<file path="config.mk">
export PLATFORM = sky130hd
export DESIGN_NAME = deser_feed_arbiter
export DESIGN_NICKNAME = d
export VERILOG_FILES = /design/src/rtl/deser_feed_arbiter.sv
export SDC_FILE = /design/constraint.sdc
export NUM_CORES = 1
export LEC_CHECK = 0
export CORE_ASPECT_RATIO = 0.7
export CORE_UTILIZATION = 43
export DETAILED_ROUTE_END_ITERATION = 12
export PLACE_DENSITY = 0.87
export SLEW_MARGIN = 20
export SYNTH_ARGS = -nofsm -noshare
export SYNTH_HDL_FRONTEND = slang
export SYNTH_SLANG_ARGS = --single-unit
</file>
<file path="constraint.sdc">
create_clock -name clock -period 1.4 [get_ports clock]
set_input_delay 0.28 -clock clock [delete_from_list [all_inputs] [get_ports clock]]
set_output_delay 0.28 -clock clock [all_outputs]
set_load 0.05 [all_outputs]
</file>
<file path="src/rtl/deser_feed_arbiter.sv">
// deser_feed_arbiter: round-robin arbiter between two byte requesters that
// feeds a serial deserializer. A granted byte is latched and shifted out
// LSB-first on data_out, with one timed write_out strobe per bit.
module deser_feed_arbiter #(
  parameter int START_DELAY  = 10,
  parameter int PULSE_CYCLES = 10,
  parameter int GAP_CYCLES   = 10
) (
  input  logic       clock,
  input  logic       reset,
  input  logic       req_a,
  input  logic [7:0] data_a,
  output logic       ack_a,
  input  logic       req_b,
  input  logic [7:0] data_b,
  output logic       ack_b,
  input  logic       status_in,
  output logic       data_out,
  output logic       write_out,
  output logic       busy_out,
  output logic       grant_out
);

  // One shared phase counter, wide enough for the longest phase.
  localparam int MAX_PHASE = (START_DELAY > PULSE_CYCLES)
                           ? ((START_DELAY > GAP_CYCLES) ? START_DELAY : GAP_CYCLES)
                           : ((PULSE_CYCLES > GAP_CYCLES) ? PULSE_CYCLES : GAP_CYCLES);
  localparam int CW = (MAX_PHASE > 1) ? $clog2(MAX_PHASE) : 1;

  localparam logic [CW-1:0] DELAY_LAST = CW'(START_DELAY - 1);
  localparam logic [CW-1:0] PULSE_LAST = CW'(PULSE_CYCLES - 1);
  localparam logic [CW-1:0] GAP_LAST   = CW'(GAP_CYCLES - 1);

  typedef enum logic [1:0] {
    IDLE  = 2'd0,
    DELAY = 2'd1,
    PULSE = 2'd2,
    GAP   = 2'd3
  } state_t;

  state_t          state_q, state_d;
  logic [CW-1:0]   cnt_q, cnt_d;
  logic [2:0]      idx_q, idx_d;
  logic [7:0]      byte_q, byte_d;
  logic            grant_q, grant_d;
  logic            ack_a_q, ack_a_d;
  logic            ack_b_q, ack_b_d;
  logic            sel_b;

  // On a tie the requester that was not served last wins; otherwise whoever asks.
  assign sel_b = (req_a && req_b) ? ~grant_q : req_b;

  // State and datapath registers; grant resets to B so that A wins the first tie.
  always_ff @(posedge clock) begin
    if (reset) begin
      state_q <= IDLE;
      cnt_q   <= '0;
      idx_q   <= 3'd0;
      byte_q  <= 8'd0;
      grant_q <= 1'b1;
      ack_a_q <= 1'b0;
      ack_b_q <= 1'b0;
    end else begin
      state_q <= state_d;
      cnt_q   <= cnt_d;
      idx_q   <= idx_d;
      byte_q  <= byte_d;
      grant_q <= grant_d;
      ack_a_q <= ack_a_d;
      ack_b_q <= ack_b_d;
    end
  end

  // Next-state logic: grant from IDLE only, then time DELAY/PULSE/GAP per bit.
  always_comb begin
    state_d = state_q;
    cnt_d   = cnt_q;
    idx_d   = idx_q;
    byte_d  = byte_q;
    grant_d = grant_q;
    ack_a_d = 1'b0;
    ack_b_d = 1'b0;
    case (state_q)
      IDLE: begin
        if (status_in && (req_a || req_b)) begin
          grant_d = sel_b;
          byte_d  = sel_b ? data_b : data_a;
          ack_a_d = ~sel_b;
          ack_b_d = sel_b;
          idx_d   = 3'd0;
          cnt_d   = '0;
          state_d = DELAY;
        end
      end
      DELAY: begin
        if (cnt_q == DELAY_LAST) begin
          cnt_d   = '0;
          state_d = PULSE;
        end else begin
          cnt_d = cnt_q + CW'(1);
        end
      end
      PULSE: begin
        if (cnt_q == PULSE_LAST) begin
          cnt_d   = '0;
          state_d = GAP;
        end else begin
          cnt_d = cnt_q + CW'(1);
        end
      end
      GAP: begin
        if (cnt_q == GAP_LAST) begin
          cnt_d = '0;
          if (idx_q == 3'd7) begin
            state_d = IDLE;
          end else begin
            idx_d   = idx_q + 3'd1;
            state_d = PULSE;
          end
        end else begin
          cnt_d = cnt_q + CW'(1);
        end
      end
      default: begin
        state_d = IDLE;
        cnt_d   = '0;
      end
    endcase
  end

  // Outputs decode straight from registers; data_out holds its bit through the gap.
  assign write_out = (state_q == PULSE);
  assign data_out  = ((state_q == PULSE) || (state_q == GAP)) ? byte_q[idx_q] : 1'b0;
  assign busy_out  = (state_q != IDLE);
  assign grant_out = grant_q;
  assign ack_a     = ack_a_q;
  assign ack_b     = ack_b_q;

endmodule

</file>
After elaboration in Yosys (flattened, before gate mapping)
Index checks and enable logic that the tools add are counted.
- reductions and logical operators: 12
- muxes and demuxes: 18
- $lt $le $gt $ge: 1
- $add $sub $neg: 2
- bitwise logic cells: 4
- equality and inequality tests: 10
- operators with widths (operator ; number):
    $mux W2 ; 5
    $mux W3 ; 3
    $mux W4 ; 2
    $mux W8 ; 1
    $ne A2 B2 Y1 const B ; 4
    $pmux W2 S4 ; 1
    $pmux W4 S2 ; 1
    $reduce_and A4 Y1 ; 2
    $pmux W3 S2 ; 1
    $reduce_or A3 Y1 ; 2
    $add A4 B1 Y4 const B ; 1
    $eq A2 B2 Y1 const B ; 2
    $eq A4 B4 Y1 const B ; 1
    $lt A3 B4 Y1 const B ; 1
    $not A1 Y1 ; 4
    $reduce_bool A2 Y1 ; 2
    $add A3 B1 Y3 const B ; 1
    $bmux W1 S3 ; 1
    $eq A3 B3 Y1 const B ; 1
    $mux W1 ; 3
    $eq A2 B1 Y1 const B ; 1
    $logic_and A1 B1 Y1 ; 2
    $logic_not A2 Y1 ; 1
    $logic_or A1 B1 Y1 ; 2
    other kinds (2) ; 2
- input bits: 21
- flip-flop bits (word level): 20
- logic and storage cells: 54
- output and inout bits: 6

Longest topological paths before layout
- word-level depth: 4
- mapped depth: 6
- mapped depth without buffers: 5

Worst setup path before layout
Ideal clock, no wire load.
- path kind: reg2reg
- from: register state_q[1]
- to: register state_q[0]
- cell stages (with the launch flop): 4
- period minus slack after synthesis: 1560 ps
- required time: 1326 ps
- arrival: 1486 ps
- slack: -160 ps
- cells stage by stage: dfxtp_1 nor2b_1 nand2_1 a31oi_1
- word-level cells in the longest chain between the ends: 3
- RTL lines (element ; line ; source):
    start: declaration ; 41 ; state_t state_q, state_d;
    start signal: assignment ; 64 ; state_q <= state_d;
    $eq A2 B2 Y1 (*) ; - ;
    via write_out ; 19 ; output logic write_out,
    $ne A2 B1 Y1 (no source line) ; - ;
    $reduce_and A4 Y1 (no source line) ; - ;
Mark *: on every way through the listed nets, which the timed path passes. The rest lies on a longest branch.
A chain may end at the register's enable or synchronous reset.

Worst setup path after layout
- from: register idx_q[0]
- to: output port data_out
- word-level cells in the longest chain between the ends: 3
- RTL lines (element ; line ; source):
    start: declaration ; 43 ; logic [2:0] idx_q, idx_d;
    start signal: assignment ; 66 ; idx_q <= idx_d;
    $bmux W1 S3 ; 133 ; assign data_out = ((state_q == PULSE) || (state_q == GAP)) ? byte_q[idx_q] : 1'b0;
    $mux W1 (implied by the code) ; 133 ;
    $mux W1 ; 133 ;
    end: declaration ; 18 ; output logic data_out,
No other way between the ends. The select of a mux whose other input is x is not followed.

==> summary.txt <==
CLOCK NETWORK
------------------------------------------------------------------------------------------------------
Number of sinks handled by clock tree synthesis                                                     20
Clock tree root driver cell                                                               sky130_fd_sc_hd__clkbuf_4
CTS HTree Levels                                                                                     1
Maximum buffer depth of the clock tree                                                               2
Clock transition at the register clock pins on the worst setup and hold paths after CTS        0.11 ns
Cts bufs inserted                                                                                    3
Clock tree from TritonCTS                                                                          yes
Source-to-sink clock delay at the later pin of the worst-skew pair                             0.31 ns

STA
------------------------------------------------------------------------------------------------------
Post-route clock skew                                                                       0.00485 ns
Post-route worst setup slack                                                                 -0.409 ns
Number of hold violations in the final report                                                        0
Time the final worst path needs with I/O delays and setup                                      1.81 ns
Minimum hold slack                                                                            0.524 ns
Final clock period utilization by the worst path                                                  129%
Number of endpoints failing setup at the final stage                                                 4
Max-slew violation count                                                                             0
Setup TNS Final                                                                              -0.724 ns
Setup repair after global routing missed its margin                                               true
Highest clock frequency the design can meet                                                  0.553 GHz
Worst Max-Slew Pin Slew                                                                       0.349 ns
Rel. slew slack                                                                                  76.7%

WORST SETUP PATH
------------------------------------------------------------------------------------------------------
Reg2Reg Capture Point                                                                         idx_q[0]
Largest driver fanout on the critical path                                                           3
Kind of capture point of the worst setup path                                             primary output
Setup slack of the worst register-to-register path                                            -0.20 ns
Crit Path Class                                                                                reg2out
Logic depth of the worst register-to-register path                                                   6
Data arrival, critical path                                                                    1.53 ns
Startpoint of the worst-slack reg-to-reg timing path                                          idx_q[0]
Worst path required time                                                                       1.12 ns
Critical Path Start Type                                                                          flop

FLOORPLAN
------------------------------------------------------------------------------------------------------
Die width                                                                                      61.1 um
Total I/O pin count                                                                                 27
Die height                                                                                     43.3 um
Core area                                                                                   2220 sq um
Effective utilization at floorplan                                                               47.2%
Total Die Area                                                                              2650 sq um
Number of cell rows                                                                                 14

LOGIC SYNTHESIS
------------------------------------------------------------------------------------------------------
Proportion of synthesized area in mux cells                                                      11.9%
Xor and xnor area share after synthesis                                                             0%
Number of nets produced by synthesis                                                               131
Part of the Yosys area used for sequential elements                                              38.1%
Library cell occupying the most area in the post-synthesis netlist                        sky130_fd_sc_hd__dfxtp_1
Per-instance average area after synthesis                                                   9.90 sq um
Total of flip-flops plus latches after synthesis                                                    20
Mapped Area                                                                                 1050 sq um
Count of synthesis-stage warnings from yosys                                                         0
Main combinational cell family by area after synthesis                                    compound AO/OA/AOI/OAI gates
Compound-gate portion of the synthesized area                                                    21.1%
Simple-gate share of the synthesized area                                                        19.2%
Share of the synthesized area in the top cell type                                               38.1%
Yosys cell types                                                                                    37
Adder-cell area share of the yosys netlist                                                       4.77%
Gate count after technology mapping                                                                106
Most area-consuming cells after synthesis                                                 sky130_fd_sc_hd__dfxtp_1, sky130_fd_sc_hd__mux2i_1, sky130_fd_sc_hd__a211oi_1

ROUTING
------------------------------------------------------------------------------------------------------
Count of nets left with antenna violations after detail routing                                      0
Vias after detailed routing                                                                       1045
WL/cell                                                                                        15.3 um
Via density per instance                                                                          5.77
Number of violations reported at the end of detailed-routing iteration 0                            75
DRC violation count after routing                                                                    0
Wire length reported by the detailed router                                                    2770 um
Drt first pass iters                                                                                 4

GRT
------------------------------------------------------------------------------------------------------
Highest-utilization routing layer at the global route stage                                       met2
Largest net degree at the start of global routing                                                   23
Number of antenna violations at the first check in global routing                                    0
Global Route met2 Usage                                                                          41.1%
Total congestion overflow                                                                            0
Vias in the first global route                                                                    1027
GR Layer Usage met3                                                                              6.57%
Global-route wire length before repair                                                         4580 um
Global-route usage over all layers                                                               24.1%
Met1 Resource Use GR                                                                             29.3%

OUTCOME
------------------------------------------------------------------------------------------------------
Failing checks                                                                            negative setup slack
Status                                                                                    finished with violations

MIN PATH
------------------------------------------------------------------------------------------------------
Launch instance of the worst min-delay path                                                  byte_q[4]
Number of stages on the worst hold path                                                              2
Path class of the lowest-slack min-delay path                                                  reg2reg
Sink of the worst hold path                                                                  byte_q[4]

FINISH
------------------------------------------------------------------------------------------------------
Final nets                                                                                         175
Proportion of layout cells with a drive suffix above 1                                           33.6%
Antenna Diode Count                                                                                  0
Fillers                                                                                            171
Most common cell after layout, fill and taps aside                                        sky130_fd_sc_hd__clkdlybuf4s50_1
Area growth syn-to-layout                                                                        54.8%
Commonest cells after routing, fill and taps aside                                        sky130_fd_sc_hd__clkdlybuf4s50_1, sky130_fd_sc_hd__buf_4, sky130_fd_sc_hd__dfxtp_1, sky130_fd_sc_hd__a21oi_1, sky130_fd_sc_hd__a211oi_1

PLACEMENT
------------------------------------------------------------------------------------------------------
Routability congestion estimate from global placement                                            0.763
Worst slack, placed                                                                          -0.239 ns
Input/output buffers                                                                                26
Detailed placer's ending HPWL                                                                  1980 um

POWER AND IR DROP
------------------------------------------------------------------------------------------------------
Static leakage power                                                                          0.611 nW
IR drop worst, VDD                                                                            0.545 mV
Cell area power density                                                                    794 nW/um^2

FLOW RUN
------------------------------------------------------------------------------------------------------
Maximum Capacitance Violations                                                                       0

==> metal layers <==
layer  part of all wire, %  wire length (um)
met1                    41              1140
met2                    50              1380
met3                   6.8               188
met4                   2.4                66
met5                     0                 0
==> per-stage QoR <==
step / power (mW) / utilization (%) / cells / area [sq um]
global placement: 0.929 / 66.0 / 170 / 1470
global route: 1.35 / 73.1 / 181 / 1630
CTS: 1.29 / 71.4 / 178 / 1590
floorplan: 0.792 / - / 106 / 1060
detailed placement: 0.944 / 66.0 / 170 / 1470
finish: 1.29 / 73.1 / 181 / 1630
==> worst max-delay path, cell delays in order (launching register included) <==
cell and delay [ns]:
sky130_fd_sc_hd__dfxtp_4 0.39, sky130_fd_sc_hd__mux4_2 0.49, sky130_fd_sc_hd__nand3b_1 0.14, sky130_fd_sc_hd__nand2_4 0.05, sky130_fd_sc_hd__buf_6 0.15
==> power by group <==
part | switching, mW | total (mW) | internal (mW) | leakage (nW)
combinational | 0.148 | 0.325 | 0.176 | 0.424
sequential | 0.0232 | 0.621 | 0.598 | 0.166
clock | 0.187 | 0.346 | 0.159 | 0.0210
total | 0.358 | 1.29 | 0.933 | 0.611
==> cells in the mapped netlist <==
cell type,n
sky130_fd_sc_hd__dfxtp_1,20
sky130_fd_sc_hd__a21oi_1,10
sky130_fd_sc_hd__a211oi_1,9
sky130_fd_sc_hd__mux2i_1,8
sky130_fd_sc_hd__nand2_1,5
sky130_fd_sc_hd__nand3_1,5
sky130_fd_sc_hd__ha_1,4
sky130_fd_sc_hd__buf_4,3
sky130_fd_sc_hd__nand2b_1,3
sky130_fd_sc_hd__nand3b_1,3
sky130_fd_sc_hd__o21ai_1,3
sky130_fd_sc_hd__a31oi_1,2
sky130_fd_sc_hd__and3b_1,2
sky130_fd_sc_hd__buf_2,2
sky130_fd_sc_hd__mux4_2,2
sky130_fd_sc_hd__nand4b_1,2
sky130_fd_sc_hd__nor3_1,2
sky130_fd_sc_hd__o21a_1,2
sky130_fd_sc_hd__a211o_1,1
sky130_fd_sc_hd__a21boi_2,1
sky130_fd_sc_hd__a21oi_2,1
sky130_fd_sc_hd__a311oi_1,1
sky130_fd_sc_hd__a41oi_1,1
sky130_fd_sc_hd__and3_1,1
sky130_fd_sc_hd__and4_1,1
sky130_fd_sc_hd__buf_6,1
sky130_fd_sc_hd__inv_1,1
sky130_fd_sc_hd__inv_2,1
sky130_fd_sc_hd__nor2_2,1
sky130_fd_sc_hd__nor2_4,1
sky130_fd_sc_hd__nor2b_1,1
sky130_fd_sc_hd__nor3b_1,1
sky130_fd_sc_hd__o21ai_2,1
sky130_fd_sc_hd__o22ai_1,1
sky130_fd_sc_hd__or3_1,1
sky130_fd_sc_hd__or3_4,1
sky130_fd_sc_hd__or4_1,1
==> flip-flops by register name, indices dropped and copies added (netlist names) <==
name / cells
ack_a: 1
ack_b: 1
byte_q: 8
cnt_q: 4
grant_out: 1
idx_q: 3
state_q: 2
==> layout make-up <==
| type | instances | area (sq um) | share of cell area, % |
|---|---|---|---|
| multi-input combinational | 78 | 656 | 40.3 |
| timing repair buffer | 45 | 470 | 28.9 |
| sequential | 20 | 413 | 25.4 |
| tap | 32 | 40.0 | 2.46 |
| clock buffer | 4 | 36.3 | 2.23 |
| inverter | 2 | 10.0 | 0.616 |
==> kinds of logic (layout without fill, tap and decap cells) <==
kind of cell | after synthesis | after routing
DFF | 20 | 20
buffers and inverters | 8 | 51
muxes | 10 | 10
AOI/OAI and AO/OA | 33 | 33
adders and majority gates | 4 | 4
and+or+nand+nor | 31 | 31
==> repair_timing <==
action,CTS,global route
gates resized for setup,12,6
buffers inserted,4,3
endpoints found under the hold margin,0,0
setup endpoints to repair,6,10
pin swaps,3,5
hold buffers,0,0
==> how the worst max path moves through the flow <==
stage / start / endpoint / slack, ns / cells after the start
after floorplan: idx_q[0] / idx_q[0] / 0.01 / 5
after global placement: req_b / byte_q[4] / -0.16 / 5
after detailed placement: req_a / byte_q[4] / -0.24 / 5
after CTS: idx_q[0] / data_out / -0.42 / 4
after global routing: idx_q[0] / data_out / -0.47 / 4
final: idx_q[0] / data_out / -0.41 / 4
No activity file was read; power rests on OpenSTA's default activity.
